===== src/rtl/ff_pkg.sv =====
// Mode encoding shared by the universal shift register, its fill counter and benches.
package ff_pkg;

  typedef enum logic [1:0] {
    MODE_HOLD = 2'b00,
    MODE_LOAD = 2'b01,
    MODE_SHL  = 2'b10,
    MODE_SHR  = 2'b11
  } mode_e;

endpackage


===== src/rtl/ff_fill_cnt.sv =====
// Saturating count of valid bits shifted in since the last clear or parallel load.
module ff_fill_cnt #(
  parameter  int WIDTH = 8,
  localparam int FW    = $clog2(WIDTH + 1)
) (
  input  logic          clk,
  input  logic          clr,
  input  logic          en,
  input  logic          load,
  input  logic          inc,
  output logic [FW-1:0] fill,
  output logic          full
);

  localparam logic [FW-1:0] FILL_MAX = FW'(WIDTH);

  logic [FW-1:0] fill_q;
  logic [FW-1:0] fill_d;

  always_comb begin
    fill_d = fill_q;
    if (en) begin
      if (load) begin
        fill_d = FILL_MAX;
      end else if (inc && (fill_q != FILL_MAX)) begin
        fill_d = fill_q + 1'b1;
      end
    end
  end

  always_ff @(posedge clk) begin
    if (clr) begin
      fill_q <= '0;
    end else begin
      fill_q <= fill_d;
    end
  end

  assign fill = fill_q;
  assign full = (fill_q == FILL_MAX);

endmodule


===== src/rtl/ff_shift_reg.sv =====
// WIDTH-bit universal register: hold, parallel load, shift left/right with optional rotate.
module ff_shift_reg
  import ff_pkg::*;
#(
  parameter  int               WIDTH     = 8,
  parameter  logic [WIDTH-1:0] RESET_VAL = '0,
  localparam int               FW        = $clog2(WIDTH + 1)
) (
  input  logic             clk,
  input  logic             clr,
  input  logic             en,
  input  logic [1:0]       mode,
  input  logic [WIDTH-1:0] d,
  input  logic             sin,
  input  logic             rot,
  output logic [WIDTH-1:0] q,
  output logic             sout_l,
  output logic             sout_r,
  output logic [FW-1:0]    fill,
  output logic             full
);

  if (WIDTH < 2) begin : g_width_check
    $error("ff_shift_reg: WIDTH must be >= 2");
  end

  logic [WIDTH-1:0] q_q;
  logic [WIDTH-1:0] q_d;
  logic             shift;
  logic             load;
  logic             inc;

  always_comb begin
    q_d = q_q;
    if (en) begin
      unique case (mode_e'(mode))
        MODE_HOLD: q_d = q_q;
        MODE_LOAD: q_d = d;
        MODE_SHL:  q_d = {q_q[WIDTH-2:0], (rot ? q_q[WIDTH-1] : sin)};
        MODE_SHR:  q_d = {(rot ? q_q[0] : sin), q_q[WIDTH-1:1]};
        default:   q_d = q_q;
      endcase
    end
  end

  always_ff @(posedge clk) begin
    if (clr) begin
      q_q <= RESET_VAL;
    end else begin
      q_q <= q_d;
    end
  end

  // Rotations recirculate existing bits, so only serial-in shifts add to fill.
  assign shift = mode[1];
  assign load  = (mode == MODE_LOAD);
  assign inc   = shift & ~rot;

  ff_fill_cnt #(
    .WIDTH (WIDTH)
  ) u_fill_cnt (
    .clk  (clk),
    .clr  (clr),
    .en   (en),
    .load (load),
    .inc  (inc),
    .fill (fill),
    .full (full)
  );

  assign q      = q_q;
  assign sout_l = q_q[WIDTH-1];
  assign sout_r = q_q[0];

endmodule

===== config.mk =====
export PLATFORM = sky130hd
export DESIGN_NAME = ff_shift_reg
export DESIGN_NICKNAME = d
export VERILOG_FILES = /design/src/rtl/ff_pkg.sv /design/src/rtl/ff_fill_cnt.sv /design/src/rtl/ff_shift_reg.sv
export SDC_FILE = /design/constraint.sdc
export NUM_CORES = 1
export LEC_CHECK = 0
export ABC_AREA = 0
export CORE_MARGIN = 1.5
export CORE_UTILIZATION = 40
export CTS_BUF_LIST = sky130_fd_sc_hd__clkbuf_4 sky130_fd_sc_hd__clkbuf_8
export DETAILED_ROUTE_END_ITERATION = 10
export PLACE_DENSITY = 0.9
export SYNTH_ARGS = -nofsm -noshare
export SYNTH_HDL_FRONTEND = slang
export SYNTH_HIERARCHICAL = 1
export SYNTH_SLANG_ARGS = --single-unit

===== constraint.sdc =====
create_clock -name clk -period 1.2 [get_ports clk]
set_input_delay 0.24 -clock clk [delete_from_list [all_inputs] [get_ports clk]]
set_output_delay 0.24 -clock clk [all_outputs]
set_load 0.005 [all_outputs]

==> summary.md, run 1 <==
| Metric | Value |
|---|---|
| Result of the run | complete, but fails checks |
| Violations in the final reports | negative setup slack |
| HPWL after DPL | about 1.7 mm |
| CTS tree | yes |
| Leading area contributor after synthesis | dfxtp_1 |
| Diode count | 0 |
| Type of the worst setup path | flip-flop to primary output |
| Number of vias in the routed layout | just under 900 |
| Effective utilization at floorplan | 0.4351 |
| Net count of the finished layout | roughly 160 |
| Async set or reset register ratio after synthesis | 0 |
| TritonCTS buffer count | 3 |
| Worst Clk Skew | between 0.006 and 0.007 ns |
| Placed cell count | around 150 |
| Non-filler instance count after layout | between 150 and 200 |
| Number of cells on the worst reg-to-reg path | 6 |
| Global Route Usage Sum | 0.2408 |
| Remaining routing DRC violations | 0 |
| Maximum number of pins on one net before global-route repair | 9 |
| Worst hold-check path type | flip-flop to flip-flop |
| Number of max-cap violations | 0 |
| Post-layout instance area | 0.001324 mm2 |
| Post-synth EDFFs | 0 |
| Pre-Repair DR Iteration Count | 4 |
| Layout cells sized above 1 | 0.5252 |
| Total leakage power | around 0.59 nW |
| Overall die height | ~47 um |
| Overall Power | 0.001114 W |
| Endpoint type of the worst setup path | primary output |
| Crit path launch type | flip-flop |
| Setup repair after global routing missed its margin | true |
| Syn Area/Cell | 9.150 um2 |
| Number of rows in the core area | 15 |
| Buf/Inv on CP | 3 |
| Horizontal extent of the die | roughly 47 um |
| Cell family with the largest share of critical-path delay | flip-flops |
| Post-detailed-routing wire length | roughly 2.4 mm |
| Clock sink total | 12 |
| Synth Cell Area | approximately 760 um2 |
| Number of nets with antenna violations after detailed routing | 0 |
| Syn. warnings | 6 |
| Fraction of the yosys area taken by sequential cells | 0.3163 |
| Total die area | 0.002169 mm2 |
| First-pass GRT wire length | around 3.6 mm |
| Final count of negative-setup-slack endpoints | 1 |
| Synth Net Count | 100 |
| Clock tree buffer depth | 2 |
| Worst-skew pair later-pin latency | about 0.28 ns |
| Maximum cell stage delay along the critical path | ~0.34 ns |
| Power density cells | 841.8 mW/mm2 |
| Antenna violations before repair | 0 |
| Clock slew at the register clock pins of the worst setup and hold paths | around 0.080 ns |
| Number of levels in the clock H-tree | 1 |
| Largest voltage drop on the vdd net | 678.8 uV |
| Final RePlAce weighted congestion | ~0.87 |
| Cell at the slowest stage of the critical path | dfxtp_2 |
| Critical path data required time | about 0.96 ns |
| Area growth from synthesis to layout | 74.30% |
| Core area | between 0.0015 and 0.002 mm2 |
| Ports placed on the boundary | 30 |
| Residual overflow from global routing | 0 |
| Vias in the first global route | 916 |
| Layout Utilization | 0.7584 |
| DR vias/cell | between 5 and 6 |
| Final worst path period share | 1.094 |
| Max frequency | around 760 MHz |
| Final worst path period need | between 1 and 1.5 ns |
| Instance area at placement | 0.001186 mm2 |
| Slew at the pin closest to its max-slew limit | 0.3050 ns |
| Worst path cell trace | inv_2, ha_4, nand3b_1, inv_1, buf_2 |
| Total stage count of the critical path | 5 |
| Proportion of netlist area held by the largest area contributor | 0.3163 |
| Most frequent cell after synthesis | dfxtp_1 |
| Average wire length per cell after detail routing | about 15 um |
| Cell count of the worst hold path | 2 |
| Port-buffer cells | 29 |
| Number of instances in the synthesized netlist | between 80 and 90 |
| Arrival time at the worst endpoint | 1.07 ns |
| Number of synthesized register bits | 12 |
| Worst relative slew slack | 0.7962 |
| Most frequently used flop master after synthesis | dfxtp_1 |
| Number of slew-limit violations in the final report | 0 |
| Cell variety after synth | 36 |
| Worst Slack Setup Final | -0.1128 ns |
| Largest driver fanout on the critical path | 2 |
| Starting DRC count in detailed routing | 5 |
| Ranking of synthesized cells by area | dfxtp_1 32%, o22ai_1 4.9%, mux2_1 4.4%, mux2_2 4.4%, nor3_2 4.0% |
| Top cell types by occurrence after synthesis | 12 x dfxtp_1, 8 x nor2_1, 6 x o22ai_1, 5 x inv_1 |
| Buffer cell driving the clock tree root | clkbuf_4 |
| Final Hold Violating Endpoints | 0 |
==> tightest hold or removal path: cells and delay by family (launching register included) <==
kind	cells	cell delay (ns)
DFF	1	0.34
and+or+nand+nor	2	0.18
==> layout by cell type (no fill, tap or decap), drive strengths merged, types with 2 or more instances in the layout <==
master and n:
a21oi 4, buf 29, clkbuf 7, clkdlybuf4s50 10, dfxtp 12, dlygate4sd2 13
ha 2, inv 5, mux2 6, nand3 2, nand3b 3, nor2 8
nor2b 3, nor3 6, nor4 2, o21ai 5, o22ai 6
==> layer usage <==
layer | part of all wire | track usage | vias to the layer above | wire length, um
met5 | 0 | 0 | - | 0
met1 | 0.36 | 0.2282 | 423 | 858
met3 | 0.054 | 0.04314 | 4 | 128
met2 | 0.57 | 0.4667 | 34 | 1365
met4 | 0.011 | 0.1429 | 0 | 27
li1 | - | - | 422 | -
==> cell type report <==
| type | count | area (um2) |
|---|---|---|
| Timing Repair Buffer | 56 | 461.7 |
| Multi-Input combinational cell | 62 | 520.5 |
| Tap cell | 25 | 31.28 |
| Sequential cell | 12 | 255.2 |
| Fill cell | 129 | 421.7 |
| Clock buffer | 4 | 36.28 |
| Inverter | 5 | 18.77 |
==> what timing repair did <==
item                       CTS  global route
resized for setup           49            12
buffers inserted            10             2
pin swaps                    5             3
setup endpoints to repair   25             9
hold buffers                 0             0
==> final timing paths <==
path | start | endpoint | slack, ns
worst max-delay path | u_fill_cnt/fill[1] | full | -0.11
worst min-delay path | q[2] | q[2] | 0.56
worst max register to register | u_fill_cnt/fill[1] | u_fill_cnt/fill[0] | 0.01
worst min register to register | q[2] | q[2] | 0.56
==> logic make-up (layout without fill, tap and decap cells) <==
| kind of cell | Yosys count | count (layout) | synth area share |
|---|---|---|---|
| AO/OA/AOI/OAI | 21 | 21 | 0.1977 |
| adder cells (fa/ha/maj) | 2 | 2 | 0.03294 |
| buffers and inverters | 9 | 65 | 0.06424 |
| flip-flops | 12 | 12 | 0.3163 |
| multiplexers | 7 | 7 | 0.1021 |
| AND/OR/NAND/NOR | 32 | 32 | 0.2867 |
==> report_power, final <==
group | internal, W | switching (W)
Sequential | 0.000427 | 0.0000141
Clock | 0.000184 | 0.000151
Combinational | 0.000194 | 0.000144
==> state kept, by name (all words and copies together), names as in the netlist <==
name             count
u_fill_cnt/fill      4
q                    8
==> through the flow <==
stage	TNS [ns]	hold WS (ns)	setup slack [ns]
after floorplan	0	0.3091	0.00002298
after global placement	-4.379	0.5153	-0.4171
after detailed placement	-4.897	0.5224	-0.4789
after CTS	-0.1304	0.5267	-0.1304
after global routing	-0.2389	0.5911	-0.1774
final	-0.1128	0.5575	-0.1128
(Power assumes the default switching activity.)
==> run 2: changes to the inputs <==
Settings changed: CTS_BUF_LIST sky130_fd_sc_hd__clkbuf_4 sky130_fd_sc_hd__clkbuf_8 to sky130_fd_sc_hd__clkbuf_2.
==> run 2 against run 1 <==
The run still ends with negative setup slack left. Count of clock-buffer cells in the layout down 1. Largest power group unchanged. Combinational power about the same. Worst hold slack better by 0.011 ns. Non-clock buffer count up 1. Final area down 0.66%. Largest cell class unchanged. Clock power down 36%. Highest routed layer unchanged.
==> summary.md, run 2 (synthesis gave the netlist of run 1 again) <==
| Metric | Value |
|---|---|
| Total die area | approximately 0.0022 mm2 |
| Switching power total | approximately 0.0003 W |
| Final count of negative-setup-slack endpoints | 3 |
| Layout cells sized above 1 | 0.5214 |
| Clock sink total | 12 |
| Worst-skew pair later-pin latency | 0.27 ns |
| Largest voltage drop on the vdd net | 684.1 uV |
| Slew at the pin closest to its max-slew limit | approximately 0.3 ns |
| Horizontal extent of the die | 46.58 um |
| CTS tree | yes |
| Final worst path period need | around 1.3 ns |
| Endpoint type of the worst setup path | primary output |
| Residual overflow from global routing | 0 |
| Worst Slack Setup Final | -0.1205 ns |
| Vias in the first global route | ~900 |
| Type of the worst setup path | flip-flop to primary output |
| Overall die height | roughly 47 um |
| Most common cell after layout, fill and taps aside | buf_4 |
| Cell at the slowest stage of the critical path | dfxtp_2 |
| Number of vias in the routed layout | 874 |
| Hold_ws | ~0.57 ns |
| Total of fill cells in the finished design | approximately 130 |
| Total area of multi-input combinational cells | 516.7 um2 |
| Worst path cell trace | inv_2, ha_4, nand3b_1, inv_1, buf_2 |
| Max frequency | roughly 760 MHz |
| Power density cells | about 760 mW/mm2 |
| Overall Power | ~0.00099 W |
| Remaining routing DRC violations | 0 |
| DR vias/cell | 5.297 |
| Number of max-cap violations | 0 |
| Buffer cell driving the clock tree root | clkbuf_2 |
| Ports placed on the boundary | 30 |
| Global Route Usage Sum | 0.2408 |
| Commonest cells after routing, fill and taps aside | 26 x buf_4, 13 x dlygate4sd2_1, 12 x dfxtp_2, 10 x clkdlybuf4s50_1, 8 x nor2_1 |
| Clk pwr share | 0.216 |
| Final worst path period share | 1.100 |
| Number of rows in the core area | 15 |
| HPWL after DPL | between 1.5 and 2 mm |
| Sw Share | 0.3030 |
| Number of levels in the clock H-tree | 1 |
| Critical path data required time | 0.96 ns |
| Final RePlAce weighted congestion | ~0.87 |
| Internal Dissipation | 0.0006925 W |
| First-pass GRT wire length | ~3.7 mm |
| Area growth from synthesis to layout | 73.15% |
| Effective utilization at floorplan | 0.4351 |
| Diode count | 0 |
| Cell family with the largest share of critical-path delay | flip-flops |
| Starting DRC count in detailed routing | 22 |
| Result of the run | complete, but fails checks |
| Pre-Repair DR Iteration Count | 4 |
| Setup repair after global routing missed its margin | true |
| Worst relative slew slack | 0.7978 |
| Maximum cell stage delay along the critical path | between 0.3 and 0.4 ns |
| Post-layout instance area | 0.001315 mm2 |
| Combinational Power Share | 0.340 |
| Max reg flops | 8 |
| Clock slew at the register clock pins of the worst setup and hold paths | between 0.1 and 0.15 ns |
| Post-detailed-routing wire length | between 2 and 2.5 mm |
| Buf/Inv on CP | 3 |
| Register Area | between 200 and 300 um2 |
| Clock tree buffer depth | 2 |
| Port-buffer cells | 29 |
| Net count of the finished layout | 158 |
| Crit path launch type | flip-flop |
| Arrival time at the worst endpoint | around 1.1 ns |
| Maximum number of pins on one net before global-route repair | 9 |
| Total leakage power | 0.5940 nW |
| Sequential group share of total power | 0.444 |
| Antenna violations before repair | 0 |
| Worst Clk Skew | 0.003039 ns |
| Number of slew-limit violations in the final report | 0 |
| Largest driver fanout on the critical path | 2 |
| Number of nets with antenna violations after detailed routing | 0 |
| Core area | about 0.0017 mm2 |
| Average wire length per cell after detail routing | 14.58 um |
| Instance area at placement | between 0.001 and 0.0015 mm2 |
| TritonCTS buffer count | 3 |
| Violations in the final reports | negative setup slack |
| Final Hold Violating Endpoints | 0 |
| Worst hold-check path type | flip-flop to flip-flop |
==> run 2: cell types whose count changed in the layout (fill, tap and decap cells not counted) <==
cell	previous run	this run
clkbuf_8	1	0
buf_2	1	2
clkbuf_2	3	5
clkinv_1	0	1
clkdlybuf4s15_1	1	0
o21ai_2	2	1
clkbuf_4	3	0
o21ai_1	2	3
buf_6	2	4
==> run 2: tightest hold or removal path: stages, from the launching register on <==
cell	delay (ns)
dfxtp_2	0.36
nor2_1	0.12
nor3_1	0.06
==> run 2: metal layers <==
metal | up-vias | track usage | share of wire
met5 | - | 0 | 0
met4 | 0 | 0.1086 | 0.0083
met2 | 34 | 0.4861 | 0.57
li1 | 424 | - | -
met1 | 412 | 0.2329 | 0.37
met3 | 4 | 0.03137 | 0.047
==> run 2: timing repair <==
| item | 4_1_cts | 5_1_grt |
|---|---|---|
| setup buffers | 10 | 4 |
| pin swaps | 5 | 5 |
| hold buffers | 0 | 0 |
| setup endpoints to repair | 26 | 10 |
| resized for setup | 53 | 13 |
==> run 2: final cells by class <==
type	count	share of cell area
Timing Repair Buffer	57	0.3606
Inverter	5	0.01427
Clock buffer	3	0.01142
Multi-Input combinational cell	62	0.3930
Clock inverter	1	0.002854
Sequential cell	12	0.1941
Tap cell	25	0.02379
==> run 2: final timing paths <==
check,start,slack [ns],to,cells after the start
worst min-delay path,q[2],0.57,q[2],2
worst min register to register,q[2],0.57,q[2],2
worst max register to register,u_fill_cnt/fill[0],-0.12,u_fill_cnt/fill[0],7
worst max-delay path,u_fill_cnt/fill[0],-0.12,full,5
==> run 2: through the flow <==
step                      TNS, ns  setup WS, ns    util  instances
final                     -0.3354       -0.1205  0.7534        165
after global routing      -0.4671       -0.1719  0.7534        165
after CTS                 -0.1413       -0.1413  0.7470        164
after detailed placement   -4.897       -0.4789  0.6796        151
after global placement     -4.379       -0.4171  0.6796        151
after floorplan                 0    0.00002298       -         83
==> run 2: power by group through the flow <==
| stage | Combinational (W) | Sequential, W | Clock [W] |
|---|---|---|---|
| after floorplan | 0.000129 | 0.000456 | 0 |
| after global placement | 0.000298 | 0.000452 | 0 |
| after detailed placement | 0.000307 | 0.000453 | 0 |
| after CTS | 0.000328 | 0.000441 | 0.000222 |
| after global routing | 0.000361 | 0.000444 | 0.000237 |
| final | 0.000338 | 0.000441 | 0.000214 |
